--- config.mk ---
export PLATFORM = sky130hd
export DESIGN_NAME = phase_diff_decimator_flat
export DESIGN_NICKNAME = d
export VERILOG_FILES = /design/src/rtl/phase_diff_pkg.sv /design/src/rtl/phase_diff_decimator_if.sv /design/src/rtl/phase_integrator.sv /design/src/rtl/phase_diff_decimator.sv /design/src/flat_wrapper.sv
export SDC_FILE = /design/constraint.sdc
export NUM_CORES = 1
export LEC_CHECK = 0
export BUFFER_PORTS_ARGS = -buffer_cell sky130_fd_sc_hd__buf_4
export CAP_MARGIN = 10
export CORE_MARGIN = 2
export CORE_UTILIZATION = 45
export CTS_CLUSTER_DIAMETER = 50
export DETAILED_ROUTE_END_ITERATION = 10
export PLACE_DENSITY = 0.69
export SLEW_MARGIN = 30
export SYNTH_ARGS = -nofsm -noshare
export SYNTH_HDL_FRONTEND = slang
export SYNTH_SLANG_ARGS = --single-unit
export TNS_END_PERCENT = 30
--- constraint.sdc ---
create_clock -name clk -period 4.8 [get_ports clk]
set_input_delay 0.48 -clock clk [delete_from_list [all_inputs] [get_ports clk]]
set_output_delay 0.48 -clock clk [all_outputs]
set_load 0.02 [all_outputs]
--- src/rtl/phase_diff_pkg.sv ---
// Shared types and field layout for the A-B differential phase decimator.
// Output beat 0 carries the sequence number above the sign-extended phase MSBs.
package phase_diff_pkg;

  typedef enum logic [1:0] {
    IDLE  = 2'd0,
    BEAT0 = 2'd1,
    BEAT1 = 2'd2
  } state_e;

  localparam int SEQ_WIDTH      = 16;
  localparam int BEAT_WIDTH     = 32;
  localparam int BEAT0_SEQ_LSB  = 16;
  localparam int BEAT0_HI_WIDTH = 16;
  localparam int SNAP_HI_LSB    = 32;

  function automatic logic [BEAT_WIDTH-1:0] pack_beat0(
    input logic [SEQ_WIDTH-1:0]      seq,
    input logic [BEAT0_HI_WIDTH-1:0] hi
  );
    logic [BEAT_WIDTH-1:0] beat;
    beat = '0;
    beat[BEAT0_SEQ_LSB +: SEQ_WIDTH] = seq;
    beat[0 +: BEAT0_HI_WIDTH]        = hi;
    return beat;
  endfunction

endpackage

--- src/rtl/phase_diff_decimator_if.sv ---
// Stream bundle for the decimator: two PI input streams and the phase output stream.
// slave = decimator side, master = environment side.
interface phase_diff_decimator_if #(
  parameter int AXIS_TDATA_WIDTH = 32
);

  logic [AXIS_TDATA_WIDTH-1:0] S_AXIS_PI_A_tdata;
  logic                        S_AXIS_PI_A_tvalid;
  logic [AXIS_TDATA_WIDTH-1:0] S_AXIS_PI_B_tdata;
  logic                        S_AXIS_PI_B_tvalid;
  logic [AXIS_TDATA_WIDTH-1:0] M_AXIS_PHASE_tdata;
  logic                        M_AXIS_PHASE_tvalid;
  logic                        M_AXIS_PHASE_tready;
  logic                        M_AXIS_PHASE_tlast;

  modport slave (
    input  S_AXIS_PI_A_tdata, S_AXIS_PI_A_tvalid,
    input  S_AXIS_PI_B_tdata, S_AXIS_PI_B_tvalid,
    input  M_AXIS_PHASE_tready,
    output M_AXIS_PHASE_tdata, M_AXIS_PHASE_tvalid, M_AXIS_PHASE_tlast
  );

  modport master (
    output S_AXIS_PI_A_tdata, S_AXIS_PI_A_tvalid,
    output S_AXIS_PI_B_tdata, S_AXIS_PI_B_tvalid,
    output M_AXIS_PHASE_tready,
    input  M_AXIS_PHASE_tdata, M_AXIS_PHASE_tvalid, M_AXIS_PHASE_tlast
  );

endinterface

--- src/rtl/phase_integrator.sv ---
// Single-channel signed phase accumulator; acc_nxt already includes the current sample
// so a snapshot taken on the final accept of a block sees it.
module phase_integrator #(
  parameter int IN_WIDTH    = 32,
  parameter int PHASE_WIDTH = 48
) (
  input  logic                   clk,
  input  logic                   rst,
  input  logic                   en,
  input  logic                   accept,
  input  logic [IN_WIDTH-1:0]    din,
  output logic [PHASE_WIDTH-1:0] acc_nxt
);

  logic [PHASE_WIDTH-1:0] acc_q;
  logic [PHASE_WIDTH-1:0] acc_d;

  assign acc_nxt = acc_q + {{(PHASE_WIDTH-IN_WIDTH){din[IN_WIDTH-1]}}, din};

  always_comb begin
    acc_d = acc_q;
    if (!en) begin
      acc_d = '0;
    end else if (accept) begin
      acc_d = acc_nxt;
    end
  end

  always_ff @(posedge clk or negedge rst) begin
    if (!rst) begin
      acc_q <= '0;
    end else begin
      acc_q <= acc_d;
    end
  end

endmodule

--- src/rtl/phase_diff_decimator.sv ---
// Integrates two PI streams to unwrapped phase, decimates A-B by 2^DEC_LOG2 and
// emits each snapshot as a two-beat packet with sequence number and drop flag.
//   state | meaning
//   IDLE  | no packet in flight
//   BEAT0 | presenting {seq, phase MSBs}
//   BEAT1 | presenting phase LSBs, tlast=1
module phase_diff_decimator
  import phase_diff_pkg::*;
#(
  parameter int AXIS_TDATA_WIDTH = 32,
  parameter int PHASE_WIDTH      = 48,
  parameter int DEC_LOG2         = 10
) (
  input  logic                    clk,
  input  logic                    rst,
  input  logic                    en,
  input  logic                    clear_ovf,
  output logic                    overflow,
  phase_diff_decimator_if.slave   axis
);

  logic                          accept;
  logic                          snap_evt;
  logic                          load;
  logic                          drop;
  logic [PHASE_WIDTH-1:0]        acc_a_nxt;
  logic [PHASE_WIDTH-1:0]        acc_b_nxt;
  logic signed [PHASE_WIDTH-1:0] snap;
  logic [BEAT0_HI_WIDTH-1:0]     snap_hi;

  logic [DEC_LOG2-1:0]   dec_cnt_q, dec_cnt_d;
  logic [SEQ_WIDTH-1:0]  seq_q, seq_d;
  state_e                state_q, state_d;
  logic [BEAT_WIDTH-1:0] hold_q, hold_d;
  logic [BEAT_WIDTH-1:0] tdata_q, tdata_d;
  logic                  tvalid_q, tvalid_d;
  logic                  tlast_q, tlast_d;
  logic                  overflow_q, overflow_d;

  assign accept   = en & axis.S_AXIS_PI_A_tvalid & axis.S_AXIS_PI_B_tvalid;
  assign snap_evt = accept && (dec_cnt_q == '1);

  phase_integrator #(
    .IN_WIDTH    (AXIS_TDATA_WIDTH),
    .PHASE_WIDTH (PHASE_WIDTH)
  ) u_int_a (
    .clk     (clk),
    .rst     (rst),
    .en      (en),
    .accept  (accept),
    .din     (axis.S_AXIS_PI_A_tdata),
    .acc_nxt (acc_a_nxt)
  );

  phase_integrator #(
    .IN_WIDTH    (AXIS_TDATA_WIDTH),
    .PHASE_WIDTH (PHASE_WIDTH)
  ) u_int_b (
    .clk     (clk),
    .rst     (rst),
    .en      (en),
    .accept  (accept),
    .din     (axis.S_AXIS_PI_B_tdata),
    .acc_nxt (acc_b_nxt)
  );

  // Arithmetic shift sign-extends the MSB field when PHASE_WIDTH < 48.
  assign snap    = acc_a_nxt - acc_b_nxt;
  assign snap_hi = BEAT0_HI_WIDTH'(snap >>> SNAP_HI_LSB);

  always_comb begin
    dec_cnt_d = dec_cnt_q;
    seq_d     = seq_q;
    if (!en) begin
      dec_cnt_d = '0;
      seq_d     = '0;
    end else if (accept) begin
      dec_cnt_d = dec_cnt_q + 1'b1;
      if (snap_evt) begin
        seq_d = seq_q + 1'b1;
      end
    end
  end

  always_comb begin
    state_d  = state_q;
    hold_d   = hold_q;
    tdata_d  = tdata_q;
    tvalid_d = tvalid_q;
    tlast_d  = tlast_q;
    load     = 1'b0;
    drop     = 1'b0;
    case (state_q)
      IDLE: begin
        load = snap_evt;
      end
      BEAT0: begin
        drop = snap_evt;
        if (axis.M_AXIS_PHASE_tready) begin
          state_d = BEAT1;
          tdata_d = hold_q;
          tlast_d = 1'b1;
        end
      end
      BEAT1: begin
        if (axis.M_AXIS_PHASE_tready) begin
          // Handshake frees the slot this cycle, so a coincident snapshot chains on.
          load = snap_evt;
          if (!snap_evt) begin
            state_d  = IDLE;
            tdata_d  = '0;
            tvalid_d = 1'b0;
            tlast_d  = 1'b0;
          end
        end else begin
          drop = snap_evt;
        end
      end
      default: begin
        state_d  = IDLE;
        tdata_d  = '0;
        tvalid_d = 1'b0;
        tlast_d  = 1'b0;
      end
    endcase
    if (load) begin
      state_d  = BEAT0;
      hold_d   = snap[BEAT_WIDTH-1:0];
      tdata_d  = pack_beat0(seq_q, snap_hi);
      tvalid_d = 1'b1;
      tlast_d  = 1'b0;
    end
    overflow_d = drop ? 1'b1 : (clear_ovf ? 1'b0 : overflow_q);
  end

  always_ff @(posedge clk or negedge rst) begin
    if (!rst) begin
      dec_cnt_q  <= '0;
      seq_q      <= '0;
      state_q    <= IDLE;
      hold_q     <= '0;
      tdata_q    <= '0;
      tvalid_q   <= 1'b0;
      tlast_q    <= 1'b0;
      overflow_q <= 1'b0;
    end else begin
      dec_cnt_q  <= dec_cnt_d;
      seq_q      <= seq_d;
      state_q    <= state_d;
      hold_q     <= hold_d;
      tdata_q    <= tdata_d;
      tvalid_q   <= tvalid_d;
      tlast_q    <= tlast_d;
      overflow_q <= overflow_d;
    end
  end

  assign axis.M_AXIS_PHASE_tdata  = tdata_q;
  assign axis.M_AXIS_PHASE_tvalid = tvalid_q;
  assign axis.M_AXIS_PHASE_tlast  = tlast_q;
  assign overflow                 = overflow_q;

endmodule

--- src/flat_wrapper.sv ---
// flat-port wrapper written by rule: the top's interface ports become plain ports
module phase_diff_decimator_flat import phase_diff_pkg::*;
#(
  parameter int AXIS_TDATA_WIDTH = 32,
  parameter int PHASE_WIDTH      = 48,
  parameter int DEC_LOG2         = 10
)
  (clk, rst, en, clear_ovf, overflow, axis_S_AXIS_PI_A_tdata, axis_S_AXIS_PI_A_tvalid, axis_S_AXIS_PI_B_tdata, axis_S_AXIS_PI_B_tvalid, axis_M_AXIS_PHASE_tready, axis_M_AXIS_PHASE_tdata, axis_M_AXIS_PHASE_tvalid, axis_M_AXIS_PHASE_tlast);
  phase_diff_decimator_if #(.AXIS_TDATA_WIDTH(AXIS_TDATA_WIDTH)) axis_i ();
  input  logic clk;
  input  logic rst;
  input  logic en;
  input  logic clear_ovf;
  output logic overflow;
  input wire logic [$bits(axis_i.S_AXIS_PI_A_tdata)-1:0] axis_S_AXIS_PI_A_tdata;
  input wire logic [$bits(axis_i.S_AXIS_PI_A_tvalid)-1:0] axis_S_AXIS_PI_A_tvalid;
  input wire logic [$bits(axis_i.S_AXIS_PI_B_tdata)-1:0] axis_S_AXIS_PI_B_tdata;
  input wire logic [$bits(axis_i.S_AXIS_PI_B_tvalid)-1:0] axis_S_AXIS_PI_B_tvalid;
  input wire logic [$bits(axis_i.M_AXIS_PHASE_tready)-1:0] axis_M_AXIS_PHASE_tready;
  output wire logic [$bits(axis_i.M_AXIS_PHASE_tdata)-1:0] axis_M_AXIS_PHASE_tdata;
  output wire logic [$bits(axis_i.M_AXIS_PHASE_tvalid)-1:0] axis_M_AXIS_PHASE_tvalid;
  output wire logic [$bits(axis_i.M_AXIS_PHASE_tlast)-1:0] axis_M_AXIS_PHASE_tlast;
  assign axis_i.S_AXIS_PI_A_tdata = axis_S_AXIS_PI_A_tdata;
  assign axis_i.S_AXIS_PI_A_tvalid = axis_S_AXIS_PI_A_tvalid;
  assign axis_i.S_AXIS_PI_B_tdata = axis_S_AXIS_PI_B_tdata;
  assign axis_i.S_AXIS_PI_B_tvalid = axis_S_AXIS_PI_B_tvalid;
  assign axis_i.M_AXIS_PHASE_tready = axis_M_AXIS_PHASE_tready;
  assign axis_M_AXIS_PHASE_tdata = axis_i.M_AXIS_PHASE_tdata;
  assign axis_M_AXIS_PHASE_tvalid = axis_i.M_AXIS_PHASE_tvalid;
  assign axis_M_AXIS_PHASE_tlast = axis_i.M_AXIS_PHASE_tlast;
  phase_diff_decimator #(.AXIS_TDATA_WIDTH(AXIS_TDATA_WIDTH), .PHASE_WIDTH(PHASE_WIDTH), .DEC_LOG2(DEC_LOG2)) u_core (.clk(clk), .rst(rst), .en(en), .clear_ovf(clear_ovf), .overflow(overflow), .axis(axis_i));
endmodule
# After elaboration in Yosys (flattened, before gate mapping)
# Cells that the tools add are included.
[op_classes]
addsub = 5
n_eq_ne = 10
n_mux = 32
bitwise = 2
reduce_logical = 7
[op_table]
columns = ["op", "count"]
rows = [
  ["$mux 48", 4],
  ["$mux 32", 4],
  ["$add 48x48->48", 2],
  ["$pmux 32 s3", 1],
  ["$mux 16", 3],
  ["$sub 48x48->48", 1],
  ["$mux 10", 2],
  ["$add 16x1->16 const B", 1],
  ["$add 10x1->10 const B", 1],
  ["$eq 10x10->1 const B", 1],
  ["$mux 1", 9],
  ["$mux 2", 4],
  ["$ne 2x1->1 const B", 4],
  ["$ne 3x2->1 const B", 2],
  ["$pmux 1 s2", 3],
  ["$pmux 2 s3", 1],
  ["$reduce_and 4->1", 1],
  ["$ne 3x3->1 const B", 1],
  ["$pmux 1 s3", 1],
  ["$reduce_and 3->1", 1],
  ["$and 1x1->1", 2],
  ["$eq 2x1->1 const B", 1],
  ["$eq 2x2->1 const B", 1],
  ["$logic_not 2->1", 1],
  ["other kinds (4)", 4],
]
[word_totals]
register_bits = 191
inputBits = 71
out_inout_bits = 35
word_cells = 66

# Logic depth before layout (Yosys ltp)
[depth]
depth_word = 7
mapped_depth = 26

# Cells and area by module
# A second synthesis with hierarchy kept.
[hier_totals]
cells_unflattened = 1966
area_unflattened_um2 = 16183.0
[by_module_without_submodules]
columns = ["mod", "n_inst", "cells_per_inst", "area_per_inst_um2", "seq_area_each_um2"]
rows = [
  ["phase_integrator", 2, 575, 4672.0, 1201.2],
  ["phase_diff_decimator", 1, 816, 6839.1, 2352.3],
]

# Worst setup path before layout
# OpenSTA, ideal clock, no wires.
[synth_timing]
kind = "input to register"
startpoint = "input axis_S_AXIS_PI_A_tdata[0]"
endpoint = "register u_core.tdata_q[11] (netlist: u_core.axis.M_AXIS_PHASE_tdata[11])"
setup_time_ps = 131
arrival_time_ps = 5192
required_ps = 4669
path_slack_ps = -523
stages = 26
path_cell_list = "ha_1 inv_1 fa_1 nand2b_1 a21oi_1 o21ai_1 a21o_1 nand2_1 a21boi_0 o21ai_0 a211oi_1 o31ai_1 a21oi_1 xnor2_1 ha_1 clkbuf_1 a21o_1 nor2b_1 o211ai_1 a21oi_1 a211oi_1 nor4_1 o41ai_4 a31oi_1 xnor2_1 o21ai_1"
[synth_between]
elab_chain_len = 3
[synth_rtl]
columns = ["element", "line", "text"]
rows = [
  ["start, declared", "flat_wrapper.sv:15", "input wire logic [$bits(axis_i.S_AXIS_PI_A_tdata)-1:0] axis_S_AXIS_PI_A_tdata;"],
  ["$add 48x48->48", "phase_integrator.sv:18", "assign acc_nxt = acc_q + {{(PHASE_WIDTH-IN_WIDTH){din[IN_WIDTH-1]}}, din};"],
  ["$sub 48x48->48", "phase_diff_decimator.sv:68", "assign snap = acc_a_nxt - acc_b_nxt;"],
  ["$mux 32", "phase_diff_decimator.sv:126", "if (load) begin"],
  ["end signal, assigned", "phase_diff_decimator.sv:151", "tdata_q <= tdata_d;"],
  ["end, declared", "phase_diff_decimator.sv:35", "logic [BEAT_WIDTH-1:0] tdata_q, tdata_d;"],
]
# No other way between the ends.
# A chain may end at the register's enable or synchronous reset.

# Worst setup path after layout
[layout_timing]
startpoint = "register u_core.u_int_a.acc_q[9]"
endpoint = "register u_core.tdata_q[13] (netlist: u_core.axis.M_AXIS_PHASE_tdata[13])"
[layout_between]
elab_chain_len = 3
[layout_rtl]
columns = ["element", "line", "text"]
rows = [
  ["start, declared", "phase_integrator.sv:15", "logic [PHASE_WIDTH-1:0] acc_q;"],
  ["start signal, assigned", "phase_integrator.sv:31", "acc_q <= '0;"],
  ["start signal, assigned", "phase_integrator.sv:33", "acc_q <= acc_d;"],
  ["$add 48x48->48", "phase_integrator.sv:18", ""],
  ["$sub 48x48->48", "phase_diff_decimator.sv:68", ""],
  ["$mux 32", "phase_diff_decimator.sv:126", ""],
]
# No other way between the ends.

==> flow_metrics.tcl <==
set metrics [dict create \
    slew_headroom_pct 39.63 \
    ir_drop_uv 368.5 \
    ys_seq_area_share_pct 29.65 \
    totalWireLength_mm 55.46 \
    hold-worst-slack_ps 123.1 \
    clk_pin_slew_worst_paths_ps 80 \
    yosysWarningCount 0 \
    coreArea_um2 35310 \
    worst_setup_path_end_kind "register" \
    grt_overflow 0 \
    die-area_um2 37160 \
    synthesis.nets 2170 \
    cts_sinks 190 \
    rsz0062_at_grt "yes" \
    worstPathMaxFanout 4 \
    design_area_um2 22130 \
    timing.final.crit_share_pct 109.4 \
    insertion_delay_ps 470 \
    antenna_found_initial 0 \
    synth_top_cell_by_area "dfrtp_1" \
    synth_area_leaders "dfrtp_1 30%, ha_1 11%, a21oi_1 6.1%" \
    initial_utilization_pct 45.42 \
    cellPowerDensity_nw_per_um2 339.3 \
    hp-class "in -> async" \
    fp.dieW_um 192.8 \
    maxCapViolCount 0 \
    wl_per_cell_um 18.98 \
    async_reset_ff_share_pct 100.0 \
    syn2layout_area_growth_pct 38.02 \
    grt.total_usage_pct 29.86 \
    hold_viol_final 0 \
    yosys.area.top_type_share_pct 29.65 \
    vias 16710 \
    place_area_um2 20450 \
    drc 0 \
    first_global_vias 16440 \
    critPathKind "reg -> reg" \
    die_y_um 192.8 \
    grt_max_degree 100 \
    diodes 0 \
    worst_pin_slew_ps 905.5 \
    syn_area_per_cell_um2 8.220 \
    rows 69 \
    timing.rr.end "u_core.axis.M_AXIS_PHASE_tdata[13]" \
    start_kind "register" \
    cts_tree "done" \
    dp_hpwl_mm 42.23 \
    first_pass_iters 6 \
    reg2reg_from "u_core.u_int_a.acc_q[9]" \
    finalPower_mw 7.509 \
    synth_cell_types 88 \
    period_needed_ps 5253 \
    synthCells 1951 \
    synth-edff-count 0 \
    ant_nets 0 \
    finClkSkew_ps 14.97 \
    final_nets 2667 \
    vias_per_cell 5.718 \
    numCtsBuffers 17 \
    detailedPlace.worstSlack_ps -929.0 \
    synth_seq_cells 190 \
    cts-htree-levels 4 \
    setup_viol 10 \
    clockRootBuffer "clkbuf_16" \
    synth_top_flop_cell "dfrtp_1" \
    layout-drive-gt1-share_pct 31.94 \
    maxSlewViolCount 0 \
    port_buffers 105 \
    p_leak_nw 10.68 \
    status "complete, but fails checks" \
    r2r.worst_path.cells 24 \
    gp_congestion 0.9393 \
    setup_slack_ps -452.7 \
    fmax_mhz 190.4 \
    drtIter0Drc 1088 \
    reg2reg_slack_ps -450 \
    cp.arrival_ps 5630 \
    violations "negative setup slack" \
    grt_pass1_wl_mm 86.22 \
    netlist_area_um2 16040 \
    worstPathRequired_ps 5180 \
    pin_count 106 \
    clock_path_buffers 2 \
]
-- per-stage QoR --
step	setup TNS, ps	utilization, %	cells
3_5_place_dp	-10790	57.93	2859
6_report	-2790	62.68	2922
2_1_floorplan	-104.4	-	1951
4_1_cts	-1934	61.03	2912
5_1_grt	-5879	62.68	2922
3_3_place_gp	-8989	57.93	2859
-- layout make-up --
type / count / area, um2
Tap cell: 461 / 576.8
Clock inverter: 15 / 196.4
Multi-Input combinational cell: 1592 / 11570
Sequential cell: 190 / 4755
Inverter: 76 / 286.5
Timing Repair Buffer: 571 / 4320
Fill cell: 3006 / 13180
Clock buffer: 17 / 425.4
-- sequential cells by signal, indices dropped and copies added, names as in the netlist --
register,count
u_core.seq_q,16
u_core.axis.M_AXIS_PHASE_tvalid,1
u_core.state_q,1
u_core.hold_q,32
u_core.overflow,1
u_core.axis.M_AXIS_PHASE_tdata,32
u_core.axis.M_AXIS_PHASE_tlast,1
u_core.u_int_b.acc_q,48
u_core.u_int_a.acc_q,48
u_core.dec_cnt_q,10
-- worst max-delay path, cell delays in order (launching register included) --
cell,delay (ps)
dfrtp_1,430
ha_4,300
buf_4,130
nand2_1,90
a211oi_1,410
o21ai_4,100
a21o_1,200
nand2_2,90
a21boi_2,70
o21ai_2,160
a31oi_2,130
xnor2_2,170
buf_4,160
ha_1,300
and3_4,200
nand4_1,120
nor4_2,270
buf_4,150
o211ai_1,130
a211oi_2,320
nor4_4,110
o41ai_4,440
a31oi_2,150
or3_1,380
a31oi_1,140
-- cell usage after synthesis, types with 20 or more instances --
library cell	instances
nand2_1	225
a21oi_1	195
dfrtp_1	190
nor2_1	184
ha_1	145
o21ai_0	115
xnor2_1	79
inv_1	76
clkbuf_1	65
xor2_1	65
a21o_1	54
nand3_1	39
o21a_1	29
and2_1	28
nand4_1	27
nor3_1	25
a211oi_1	23
a31oi_1	23
nor2b_1	23
and3_1	20
-- timing repair --
item | CTS | global route
cloned | 0 | 0
pin swaps | 48 | 62
endpoints found under the setup margin | 19 | 23
setup buffers | 22 | 11
hold buffers | 0 | 0
resized for setup | 57 | 93
-- placed cells by master, fill, tap and decap left out, types with 25 or more instances in the layout --
master,instances
o21ai_0,97
nor2_1,179
a21o_1,54
xnor2_1,66
inv_1,73
o21a_1,29
xor2_1,57
ha_1,125
nand4_1,27
nand3_1,36
and2_1,25
a21oi_1,176
buf_4,565
nand2_1,220
dfrtp_1,190
-- worst max path at each step --
stage                                   start                            endpoint  cells past startpoint
finish                u_core.u_int_a.acc_q[9]  u_core.axis.M_AXIS_PHASE_tdata[13]                     24
global route          u_core.u_int_b.acc_q[0]  u_core.axis.M_AXIS_PHASE_tdata[13]                     24
CTS                   u_core.u_int_b.acc_q[0]  u_core.axis.M_AXIS_PHASE_tdata[13]                     24
detailed placement  axis_S_AXIS_PI_B_tdata[0]  u_core.axis.M_AXIS_PHASE_tdata[13]                     26
global placement    axis_S_AXIS_PI_B_tdata[0]  u_core.axis.M_AXIS_PHASE_tdata[13]                     26
floorplan           axis_S_AXIS_PI_A_tdata[0]  u_core.axis.M_AXIS_PHASE_tdata[13]                     26
-- power breakdown --
group          total, mW  switching [mW]  leakage (nW)  internal, mW
Sequential          1.70          0.0441          2.61          1.66
Clock               1.56           0.760         0.297         0.799
Combinational       4.25            2.22          7.77          2.03
-- layer usage --
layer	part of all wire, %	routed length, um	track usage, %	up-vias
met1	44	24240	39.93	8076
met3	5.8	3212	3.582	73
met5	0	0	0	-
met2	48	26440	50.01	503
met4	2.8	1571	9.836	0
li1	-	-	-	8057
-- cells by family (layout without fill, tap and decap cells) --
family	after synthesis	after routing	share of synthesized area (%)
simple gates	635	635	18.24
compound gates	634	634	26.26
flops	190	190	29.65
buf+inv	169	679	4.221
fa+ha+maj	148	148	11.69
xor+xnor	145	145	7.966
mux	30	30	1.974
(Power assumes the default switching activity.)
